--- config.mk ---
export PLATFORM = sky130hd
export DESIGN_NAME = sl_tx_scheduler
export DESIGN_NICKNAME = d
export VERILOG_FILES = /design/src/rtl/sl_tx_scheduler.sv
export SDC_FILE = /design/constraint.sdc
export NUM_CORES = 1
export LEC_CHECK = 0
export CAP_MARGIN = 20
export CORE_AREA = 8 8 120 122
export DETAILED_ROUTE_END_ITERATION = 8
export DIE_AREA = 0 0 128 130
export GPL_TIMING_DRIVEN = 0
export PLACE_DENSITY = 0.73
export SETUP_SLACK_MARGIN = 0.4
export SYNTH_ARGS = -nofsm -noshare
export SYNTH_HDL_FRONTEND = slang
export SYNTH_SLANG_ARGS = --single-unit
export TNS_END_PERCENT = 100
--- constraint.sdc ---
create_clock -name clk -period 7.25 [get_ports clk]
set_input_delay 1.8125 -clock clk [delete_from_list [all_inputs] [get_ports clk]]
set_output_delay 1.8125 -clock clk [all_outputs]
set_load 0.05 [all_outputs]
--- src/rtl/sl_tx_scheduler.sv ---
// Round-robin arbiter feeding a single SL two-wire serialiser (LSB first, odd parity).
// Lines idle high; bit 0 pulses sl0 low, bit 1 pulses sl1 low, both low marks end of word.
module sl_tx_scheduler #(
   parameter int NUM_REQ   = 2,
   parameter int PULSE_LEN = 4,
   parameter int GAP_LEN   = 4,
   parameter int STOP_LEN  = 8,
   parameter int IDLE_LEN  = 8,
   localparam int ID_W     = $clog2(NUM_REQ)
) (
   input  logic                    clk,
   input  logic                    rst,
   input  logic                    enable,
   input  logic [NUM_REQ-1:0]      req_valid,
   input  logic [NUM_REQ*32-1:0]   req_data,
   input  logic [NUM_REQ*5-1:0]    req_len,
   output logic [NUM_REQ-1:0]      req_ready,
   output logic                    sl0,
   output logic                    sl1,
   output logic                    busy,
   output logic                    done,
   output logic [ID_W-1:0]         done_id
);

   typedef enum logic [2:0] {
      S_IDLE, S_PULSE, S_GAP, S_STOP, S_RECOVER
   } state_t;

   localparam logic [15:0] PULSE_RL = 16'(PULSE_LEN - 1);
   localparam logic [15:0] GAP_RL   = 16'(GAP_LEN - 1);
   localparam logic [15:0] STOP_RL  = 16'(STOP_LEN - 1);
   localparam logic [15:0] IDLE_RL  = 16'(IDLE_LEN - 1);

   state_t            state_q, state_nx;
   logic [15:0]       cnt_q, cnt_nx;
   logic [5:0]        bit_q, bit_nx;
   logic [31:0]       data_q;
   logic [4:0]        len_q;
   logic              par_q;
   logic [ID_W-1:0]   gid_q;
   logic [ID_W-1:0]   ptr_q;

   logic              win_found;
   logic [ID_W-1:0]   win_idx;
   logic [31:0]       win_data;
   logic [4:0]        win_len;
   logic [31:0]       win_masked;
   logic              win_par;
   logic              accept;

   logic [31:0]       data_sel;
   logic [4:0]        len_sel;
   logic              par_sel;
   logic              bit_val;
   logic              last_bit;
   logic              sl0_nx, sl1_nx, busy_nx, done_nx;

   // First valid requester at or after the pointer, wrapping.
   always_comb begin
      win_found = 1'b0;
      win_idx   = '0;
      for (int off = 0; off < NUM_REQ; off++) begin
         if (!win_found && req_valid[(int'(ptr_q) + off) % NUM_REQ]) begin
            win_found = 1'b1;
            win_idx   = ID_W'((int'(ptr_q) + off) % NUM_REQ);
         end
      end
      win_data = req_data[int'(win_idx)*32 +: 32];
      win_len  = req_len[int'(win_idx)*5 +: 5];
      win_masked = '0;
      for (int i = 0; i < 32; i++) begin
         win_masked[i] = win_data[i] & (5'(i) <= win_len);
      end
      win_par   = ~^win_masked;
      accept    = (state_q == S_IDLE) && enable && win_found;
      req_ready = accept ? (NUM_REQ'(1) << win_idx) : '0;
   end

   assign last_bit = (bit_q == ({1'b0, len_q} + 6'd1));

   always_ff @(posedge clk or posedge rst) begin
      if (rst) begin
         state_q <= S_IDLE;
         cnt_q   <= '0;
         bit_q   <= '0;
      end else begin
         state_q <= state_nx;
         cnt_q   <= cnt_nx;
         bit_q   <= bit_nx;
      end
   end

   always_comb begin
      state_nx = state_q;
      cnt_nx   = cnt_q;
      bit_nx   = bit_q;
      case (state_q)
         S_IDLE: begin
            if (accept) begin
               state_nx = S_PULSE;
               cnt_nx   = PULSE_RL;
               bit_nx   = '0;
            end
         end
         S_PULSE: begin
            if (cnt_q == '0) begin
               state_nx = S_GAP;
               cnt_nx   = GAP_RL;
            end else begin
               cnt_nx = cnt_q - 16'd1;
            end
         end
         S_GAP: begin
            if (cnt_q == '0) begin
               if (last_bit) begin
                  state_nx = S_STOP;
                  cnt_nx   = STOP_RL;
               end else begin
                  state_nx = S_PULSE;
                  cnt_nx   = PULSE_RL;
                  bit_nx   = bit_q + 6'd1;
               end
            end else begin
               cnt_nx = cnt_q - 16'd1;
            end
         end
         S_STOP: begin
            if (cnt_q == '0) begin
               state_nx = S_RECOVER;
               cnt_nx   = IDLE_RL;
            end else begin
               cnt_nx = cnt_q - 16'd1;
            end
         end
         S_RECOVER: begin
            if (cnt_q == '0) begin
               state_nx = S_IDLE;
               cnt_nx   = '0;
            end else begin
               cnt_nx = cnt_q - 16'd1;
            end
         end
         default: begin
            state_nx = S_IDLE;
            cnt_nx   = '0;
         end
      endcase
   end

   // Outputs are computed from the next state so the registered lines line up with the phase.
   always_comb begin
      data_sel = accept ? win_data : data_q;
      len_sel  = accept ? win_len  : len_q;
      par_sel  = accept ? win_par  : par_q;
      bit_val  = (bit_nx == ({1'b0, len_sel} + 6'd1)) ? par_sel : data_sel[bit_nx[4:0]];
      sl0_nx   = 1'b1;
      sl1_nx   = 1'b1;
      case (state_nx)
         S_PULSE: begin
            if (bit_val) sl1_nx = 1'b0;
            else         sl0_nx = 1'b0;
         end
         S_STOP: begin
            sl0_nx = 1'b0;
            sl1_nx = 1'b0;
         end
         default: ;
      endcase
      busy_nx = (state_nx != S_IDLE);
      done_nx = (state_nx == S_RECOVER) && (cnt_nx == '0);
   end

   always_ff @(posedge clk or posedge rst) begin
      if (rst) begin
         sl0     <= 1'b1;
         sl1     <= 1'b1;
         busy    <= 1'b0;
         done    <= 1'b0;
         done_id <= '0;
         data_q  <= '0;
         len_q   <= '0;
         par_q   <= 1'b0;
         gid_q   <= '0;
         ptr_q   <= '0;
      end else begin
         sl0  <= sl0_nx;
         sl1  <= sl1_nx;
         busy <= busy_nx;
         done <= done_nx;
         if (done_nx) done_id <= gid_q;
         if (accept) begin
            data_q <= win_data;
            len_q  <= win_len;
            par_q  <= win_par;
            gid_q  <= win_idx;
            ptr_q  <= (int'(win_idx) == NUM_REQ - 1) ? '0 : win_idx + 1'b1;
         end
      end
   end

endmodule

==> results.cfg <==
[layout]
multi_input_area_um2 = 3440
fin_cells = 912
fill_cells = 1162
fin_util_pct = 55.3
drive_gt1_share_pct = 9.73
final_cell_mix = 82 x nand2_1, 80 x clkdlybuf4s50_1, 68 x dfrtp_1, 61 x nor2_1, 59 x o21ai_0
num_antenna_cells = 0
seqCellArea_um2 = 1750
final_nets = 819
final_common_cell = nand2_1
area_delta_synth_final_pct = 24.9

[timing]
worst_pin_slew_ns = 0.858
setup_tns_ns = 0
min_period_ns = 6.59
post-route-period-util_pct = 90.9
hold_violations = 0
drv_slew = 0
rsz0062_at_grt = no
max_slew_margin_pct = 41.2
setup_viol = 0
fmax_mhz = 152
finClkSkew_ns = 0.0109

[status]
status = complete, no violations

[placement]
port_buffers = 82
gp_congestion = 0.963
dp.cells = 896
dpl.hpwl_um = 14200

[global_route]
antenna_found_initial = 0
grt_use_met1_pct = 25.2
use_met2_pct = 36.3
grt.busiest_layer = met2
grt.overflow.total = 0
track_usage_pct = 21.5
grt_pass1_wl_um = 28100
grt_max_degree = 71
first_global_vias = 5418
met3_usage_pct = 4.81

[synth]
ys_seq_area_share_pct = 31.9
ys_ff_latch = 70
syn-num-nets = 726
syn_avg_cell_area_um2 = 8.56
synth-edff-count = 0
syn_area_um2 = 5490
synth_ff_type = dfrtp_1
synthTopCellsByArea = dfrtp_1 31%, mux2i_1 6.0%, nand2_1 5.6%, o21ai_0 5.4%, xnor2_1 4.3%
post-synth-top-area-cell = dfrtp_1
synth_top_cell_area_share_pct = 31.0
yosys_warnings = 0
syn_inst = 642
synth_cell_types = 88
synthArstFlopShare_pct = 100

[routing]
antenna_left = 0
first_iter_violations = 370
first_pass_iters = 5
viasPerCell = 6.04
wl_per_cell_um = 19.3
vias = 5505
drc = 0
drt-total-wl_um = 17600

[setup_path]
critical_path_arrival_ns = 4.78
crit_top_cell = clkbuf_1
slowest_stage = clkdlybuf4s50_1
cp.required_ns = 5.44
crit_family = buffers and inverters
max_stage_delay_ns = 0.60
regToRegSetupSlack_ns = 3.00
cp-end-kind = output port
startpoint_type = input port
timing_worst_setup_path_type = input port to output port
critPathBufInv = 6
worst-path-max-fanout = 10
cp_cell_sequence = clkdlybuf4s50_1, buf_2, o21a_1, nand2_1, clkbuf_1, clkbuf_1, clkbuf_2, nor2_1, dlygate4sd2_1

[clocking]
clock_insertion_delay_worst_skew_ns = 0.35
cts-root-buf = clkbuf_16
cts_buffers = 9
cts_tree = done
cts_hold_buffers = 0
clk_pin_slew_worst_paths_ns = 0.06
ctsHtreeMaxLevel = 3
post-cts-setup-buffers = 0
cts.sinks = 70
clk_path_buf_depth = 2

[power_and_ir_drop]
cellLeakagePower_nw = 2.82
power.density_nw_per_um2 = 168
vdd_drop_max_uv = 93.3

[floorplanning]
start_util_pct = 44.2
die_w_um = 128
num_io_pins = 86
core_um2 = 12400
die_h_um = 130
die_area_um2 = 16600
num_rows = 41

[min_path]
hold_class = flop to flop

[flow_run]
drv_cap = 0
routing by layer:
layer / wire [um] / share of wire (%)
met5: 0 / 0
met4: 629 / 3.6
met3: 1120 / 6.4
met2: 8520 / 48
met1: 7350 / 42
synth_stat cells, drive strengths merged, types with 3 or more instances:
library cell,count
a21oi,27
nor3,10
nand4b,4
a31oi,24
mux2i,33
a22oi,6
nand3b,4
dfrtp,68
a211oi,8
o21ai,62
nor4,5
o31ai,10
nand2b,3
o41ai,3
xnor3,4
nor2,64
xnor2,28
o311ai,4
a21o,6
o211ai,8
xor2,12
o21a,6
or4,6
nand4,5
nand3,21
nor2b,4
and4,3
ha,5
buf,13
or3,8
clkbuf,19
and3,6
and2,4
nand2,83
or2,4
a2111oi,6
inv,20
mux2,6
nor3b,5
stage by stage:
step / cell area [um2] / hold slack [ns] / power (mW) / setup WS [ns]
2_1_floorplan: 5490 / 0.437 / 0.567 / 1.83
3_3_place_gp: 6530 / 0.457 / 0.666 / 0.340
3_5_place_dp: 6530 / 0.460 / 0.671 / 0.331
4_1_cts: 6850 / 0.491 / 1.15 / 0.474
5_1_grt: 6860 / 0.512 / 1.20 / 0.479
6_report: 6860 / 0.491 / 1.15 / 0.661
tightest hold or removal path, cell delays in order (launching register included):
cell and delay, ns:
dfrtp_1 0.33, nand2_1 0.05, nand2_1 0.07
repair_timing:
action / 4_1_cts / 5_1_grt
endpoints found under the setup margin: 2 / 1
gates cloned: 0 / 0
resized for setup: 2 / 2
flip-flops by register name, indices dropped and copies added (netlist names):
| signal | cells |
|---|---|
| done | 1 |
| gid_q | 1 |
| sl0 | 1 |
| ptr_q | 1 |
| state_q | 3 |
| data_q | 32 |
| busy | 1 |
| cnt_q | 16 |
| par_q | 1 |
| len_q | 5 |
| done_id | 1 |
| sl1 | 1 |
| bit_q | 6 |
cell families (layout without fill, tap and decap cells):
kind of cell    after synthesis  in the layout  share of synthesized area, %
mux                          40             40                          7.72
compound gates              190            190                          23.7
flops                        70             70                          31.9
xor+xnor                     44             44                          8.38
simple gates                241            241                          21.6
buf+inv                      52            150                          5.51
fa+ha+maj                     5              5                          1.14
final cells by class:
| cell class | count | share of cell area, % |
|---|---|---|
| plain buffers | 32 | 3.12 |
| clock buffers | 10 | 3.34 |
| clock inverters | 6 | 1.37 |
| inverters | 20 | 1.35 |
| multi-input cells | 520 | 50.1 |
| flip-flops and latches | 70 | 25.6 |
| well taps | 172 | 3.14 |
| repair buffers | 82 | 12.0 |
worst paths after layout:
kind,startpoint,to,depth (start not counted)
setup / recovery,req_valid[1],req_ready[1],9
hold / removal,data_q[10],data_q[10],2
setup reg to reg,cnt_q[0],sl1,15
hold reg to reg,data_q[10],data_q[10],2
max in group asynchronous,rst,data_q[23],2
min in group asynchronous,rst,data_q[12],2
report_power, final:
part	total [mW]	switching [mW]	internal, mW
combinational	0.263	0.139	0.124
clock	0.482	0.179	0.304
sequential	0.405	0.00360	0.402
total	1.15	0.321	0.830
(Power assumes the default switching activity.)
==> edit 1, RTL diff (config.mk and constraints unchanged) <==
`NUM_REQ`: 2 -> 4.
--- a/src/rtl/sl_tx_scheduler.sv
+++ b/src/rtl/sl_tx_scheduler.sv
@@ -2,5 +2,5 @@
 // Lines idle high; bit 0 pulses sl0 low, bit 1 pulses sl1 low, both low marks end of word.
 module sl_tx_scheduler #(
-   parameter int NUM_REQ   = 2,
+   parameter int NUM_REQ   = 4,
    parameter int PULSE_LEN = 4,
    parameter int GAP_LEN   = 4,
Ports: changed (5 resized); port bits go from 86 to 165. No check against the original RTL was run, so the function may have changed too.
==> edit 1 against the unedited design <==
- design area rose by 19%
- maximum frequency fell by 0.53%
- synthesized area grew 8.5%
- worst setup slack worse by 35 ps
- wire length is 21% higher
- cell count increased by 22%
- total power increased by 22%
- sequential cell count is 3 higher
- clock skew shrank 2.9 ps
- largest power group unchanged
==> edit 1: results (changes against the unedited design) <==
| Metric | Value |
|---|---|
| Status | `finished, final reports clean` |
| Post-synth net total | `925 (+27%)` |
| Switching Share | `0.3092 (+0.02999)` |
| Hold endpoint | `data_q[4]` |
| Largest net degree at the start of global routing | `74 (+4.2%)` |
| Clock network power share | `0.348 (-0.071)` |
| Sequential share of cell area | `0.2250 (-0.03079)` |
| CP endpoint | `req_ready[0]` |
| GRT Total Usage | `0.2521 (+0.03702)` |
| Sequential share of power | `0.321 (-0.031)` |
| Drt total wl | `21.33 mm (+21%)` |
| Vias post-DR | `6575 (+19%)` |
| Actual slew at the worst max-slew pin | `1069 ps (+211.2 ps)` |
| Worst reg2reg endpoint | `sl0` |
| Multi-In Gates | `623 (+20%)` |
| Final HPWL from detailed placement | `16.90 mm (+19%)` |
| Peak Freq | `151.0 MHz (-0.53%)` |
| Area grow syn2layout | `36.50%` |
| IO Port Bufs | `164 (+100%)` |
| Routed wire length on met2 | `10.70 mm (+26%)` |
| Signal buffers share of area | `0.2279 (+0.07684)` |
| Synth top area cells | `dfrtp_1 30%, nand2_1 10%, mux2i_1 5.9%, o21ai_0 5.8%, nand3_1 4.0%` |
| Seq_cells | `73 (+4.3%)` |
| Min-delay src | `data_q[4]` |
| Met3 WL post-DR | `1.267 mm (+13%)` |
| Peak supply drop | `0.1017 mV (+8.9%)` |
## edit 1: cell types whose count changed after synthesis, moves of 14 or more
cell / unedited run / this run
nand2_1: 82 / 162
nand3_1: 21 / 48
nor2_1: 62 / 35
and3_1: 5 / 29
a211oi_1: 7 / 29
a31o_2: 0 / 20
a31oi_1: 23 / 9
clkbuf_1: 14 / 28
## edit 1: timing repair
item                       in CTS  in global routing
hold buffers                    0                  0
cloned                          0                  0
gates resized for setup         3                  4
setup endpoints to repair       3                  2
## edit 1: routing by layer
| layer | track usage | vias up |
|---|---|---|
| li1 | - | 3117 |
| met4 | 0.07063 | 0 |
| met1 | 0.2959 | 3174 |
| met5 | 0 | - |
| met3 | 0.04325 | 36 |
| met2 | 0.4630 | 248 |
## edit 1: cell families after synthesis
logic type | count (synthesis)
buffers and inverters | 66
adders and majority gates | 9
muxes | 44
and+or+nand+nor | 344
xor gates and xnor gates | 30
DFF | 73
AOI/OAI and AO/OA | 196
==> edit 2, RTL diff (same settings) <==
Made on the original files. The 5 states of `state_t` get a one-hot encoding in 5 bits.
--- a/src/rtl/sl_tx_scheduler.sv
+++ b/src/rtl/sl_tx_scheduler.sv
@@ -23,6 +23,6 @@
 );
 
-   typedef enum logic [2:0] {
-      S_IDLE, S_PULSE, S_GAP, S_STOP, S_RECOVER
+   typedef enum logic [4:0] {
+      S_IDLE = 5'b00001, S_PULSE = 5'b00010, S_GAP = 5'b00100, S_STOP = 5'b01000, S_RECOVER = 5'b10000
    } state_t;
 
Formal check against the unedited RTL: same outputs for any inputs over 4 cycles, from zero or initial values and one cycle with rst high; so few cycles prove little.
==> edit 2 against the unedited design <==
- non-clock buffer count rose by 9
- die area did not move
- critical path type unchanged
- via count rose by 0.38%
- design area rose by 0.53%
- wire length rose by 2.3%
- sequential cell count rose by 2
- maximum frequency fell by 1.3%
- count of clock-buffer cells in the layout did not move
- synthesized area rose by 1.2%
- largest cell class unchanged
- worst setup slack got worse by 88 ps
- highest routed layer unchanged
- clock skew barely moved
Power is not compared: it rests on default switching activity, and its combinational part moved more than twofold at a synthesized area within 25%.
==> edit 2: results (changes against the unedited design) <==
| Metric | Value |
|---|---|
| Status | `finished, final reports clean` |
| Cts repair resizes | `1 (-1)` |
| Vias post-DR | `5526 (+0.38%)` |
| Dpl ws | `317.0 ps (-13.66 ps)` |
| Seq_cells | `72 (+2.9%)` |
| Met2 usage | `0.3821 (+0.01867)` |
| Vias in the first global route | `5650 (+4.3%)` |
| Seq/Total Area, Yosys | `0.3247 (+0.005345)` |
| Slowest CP cell | `dlygate4sd2_1` |
| Met3 WL post-DR | `1.231 mm (+9.6%)` |
| Largest net degree at the start of global routing | `73 (+2.8%)` |
| Sequential share of cell area | `0.2618 (+0.006094)` |
| Commonest cells post-synth | `87 x nand2_1, 69 x dfrtp_1, 53 x nor2_1` |
| Critical path's largest stage delay | `600 ps (about the same)` |
| Proportion of layout cells with a drive suffix above 1 | `0.09259 (-0.004705)` |
| Clock network share of area | `0.04319 (-0.003877)` |
| Synth top area cells | `dfrtp_1 31%, mux2i_1 7.7%, nand2_1 5.9%, o21ai_0 4.4%, nor2_1 3.6%` |
| Compound-Gate Fraction of Synth Area | `0.2021 (-0.03529)` |
| Vias/cell | `5.955 (-1.3%)` |
| First-pass GRT wire length | `29.29 mm (+4.4%)` |
| Post-synth net total | `742 (+2.2%)` |
| DR pass1 iterations | `8 (+3)` |
| Routed wire length on met2 | `8.652 mm (+1.5%)` |
| Syn_area_per_cell | `8.450 sq um (-1.2%)` |
| GRT Total Usage | `0.2242 (+0.009064)` |
| Area grow syn2layout | `24.01%` |
| Non-clock buffers | `123 (+7.9%)` |
| Starting DRT DRC Count | `414 (+12%)` |
| Inverters | `15 (-25%)` |
| Hold depth | `1 (-1)` |
| Placed insts | `912 (+1.8%)` |
| Post-Synth Adder-Cell Area | `0.01125 (-0.0001384)` |
| Fraction of area in multi-input gates | `0.5084 (+0.007160)` |
| Final HPWL from detailed placement | `14.14 mm (-0.54%)` |
| H-tree depth | `3 (unchanged)` |
| Met1 Use GR | `0.2661 (+0.01385)` |
| Placed cell area | `6599 sq um (+1.0%)` |
| Fillcell total | `1150 (-1.0%)` |
| Actual slew at the worst max-slew pin | `907.6 ps (+49.53 ps)` |
| Signal buffers share of area | `0.1468 (-0.004242)` |
| CP Data Arrival Time | `4860 ps (+80 ps)` |
| Fin Clk Skew | `10.49 ps (-0.3964 ps)` |
| Drt total wl | `18.03 mm (+2.3%)` |
| Met3 usage | `0.04733 (-0.0008160)` |
| Multi-In Gates | `530 (+1.9%)` |
| Clock buffers | `10 (unchanged)` |
| Synth Area in XOR/XNOR | `0.07291 (-0.01092)` |
## edit 2: path summary, 6_finish.rpt
check | from | slack [ps] | endpoint
setup / recovery | req_valid[1] | 570 | req_ready[1]
hold / removal | gid_q | 490 | gid_q
setup reg to reg | state_q[2] | 3400 | sl1
hold reg to reg | gid_q | 490 | gid_q
max in group asynchronous | rst | 4640 | data_q[28]
min in group asynchronous | rst | 2010 | data_q[10]
## edit 2: power by group through the flow
stage	Clock, mW	Combinational, mW	Sequential (mW)
after floorplan	0	1.02	0.668
after global placement	0	1.36	0.660
after detailed placement	0	1.40	0.668
after CTS	0.455	1.41	0.661
after global routing	0.474	1.56	0.686
final	0.453	1.42	0.663
## edit 2: cell families after synthesis
group / after synthesis
and+or+nand+nor: 258
DFF: 72
xor gates and xnor gates: 40
muxes: 57
adders and majority gates: 5
AOI/OAI and AO/OA: 170
buffers and inverters: 56
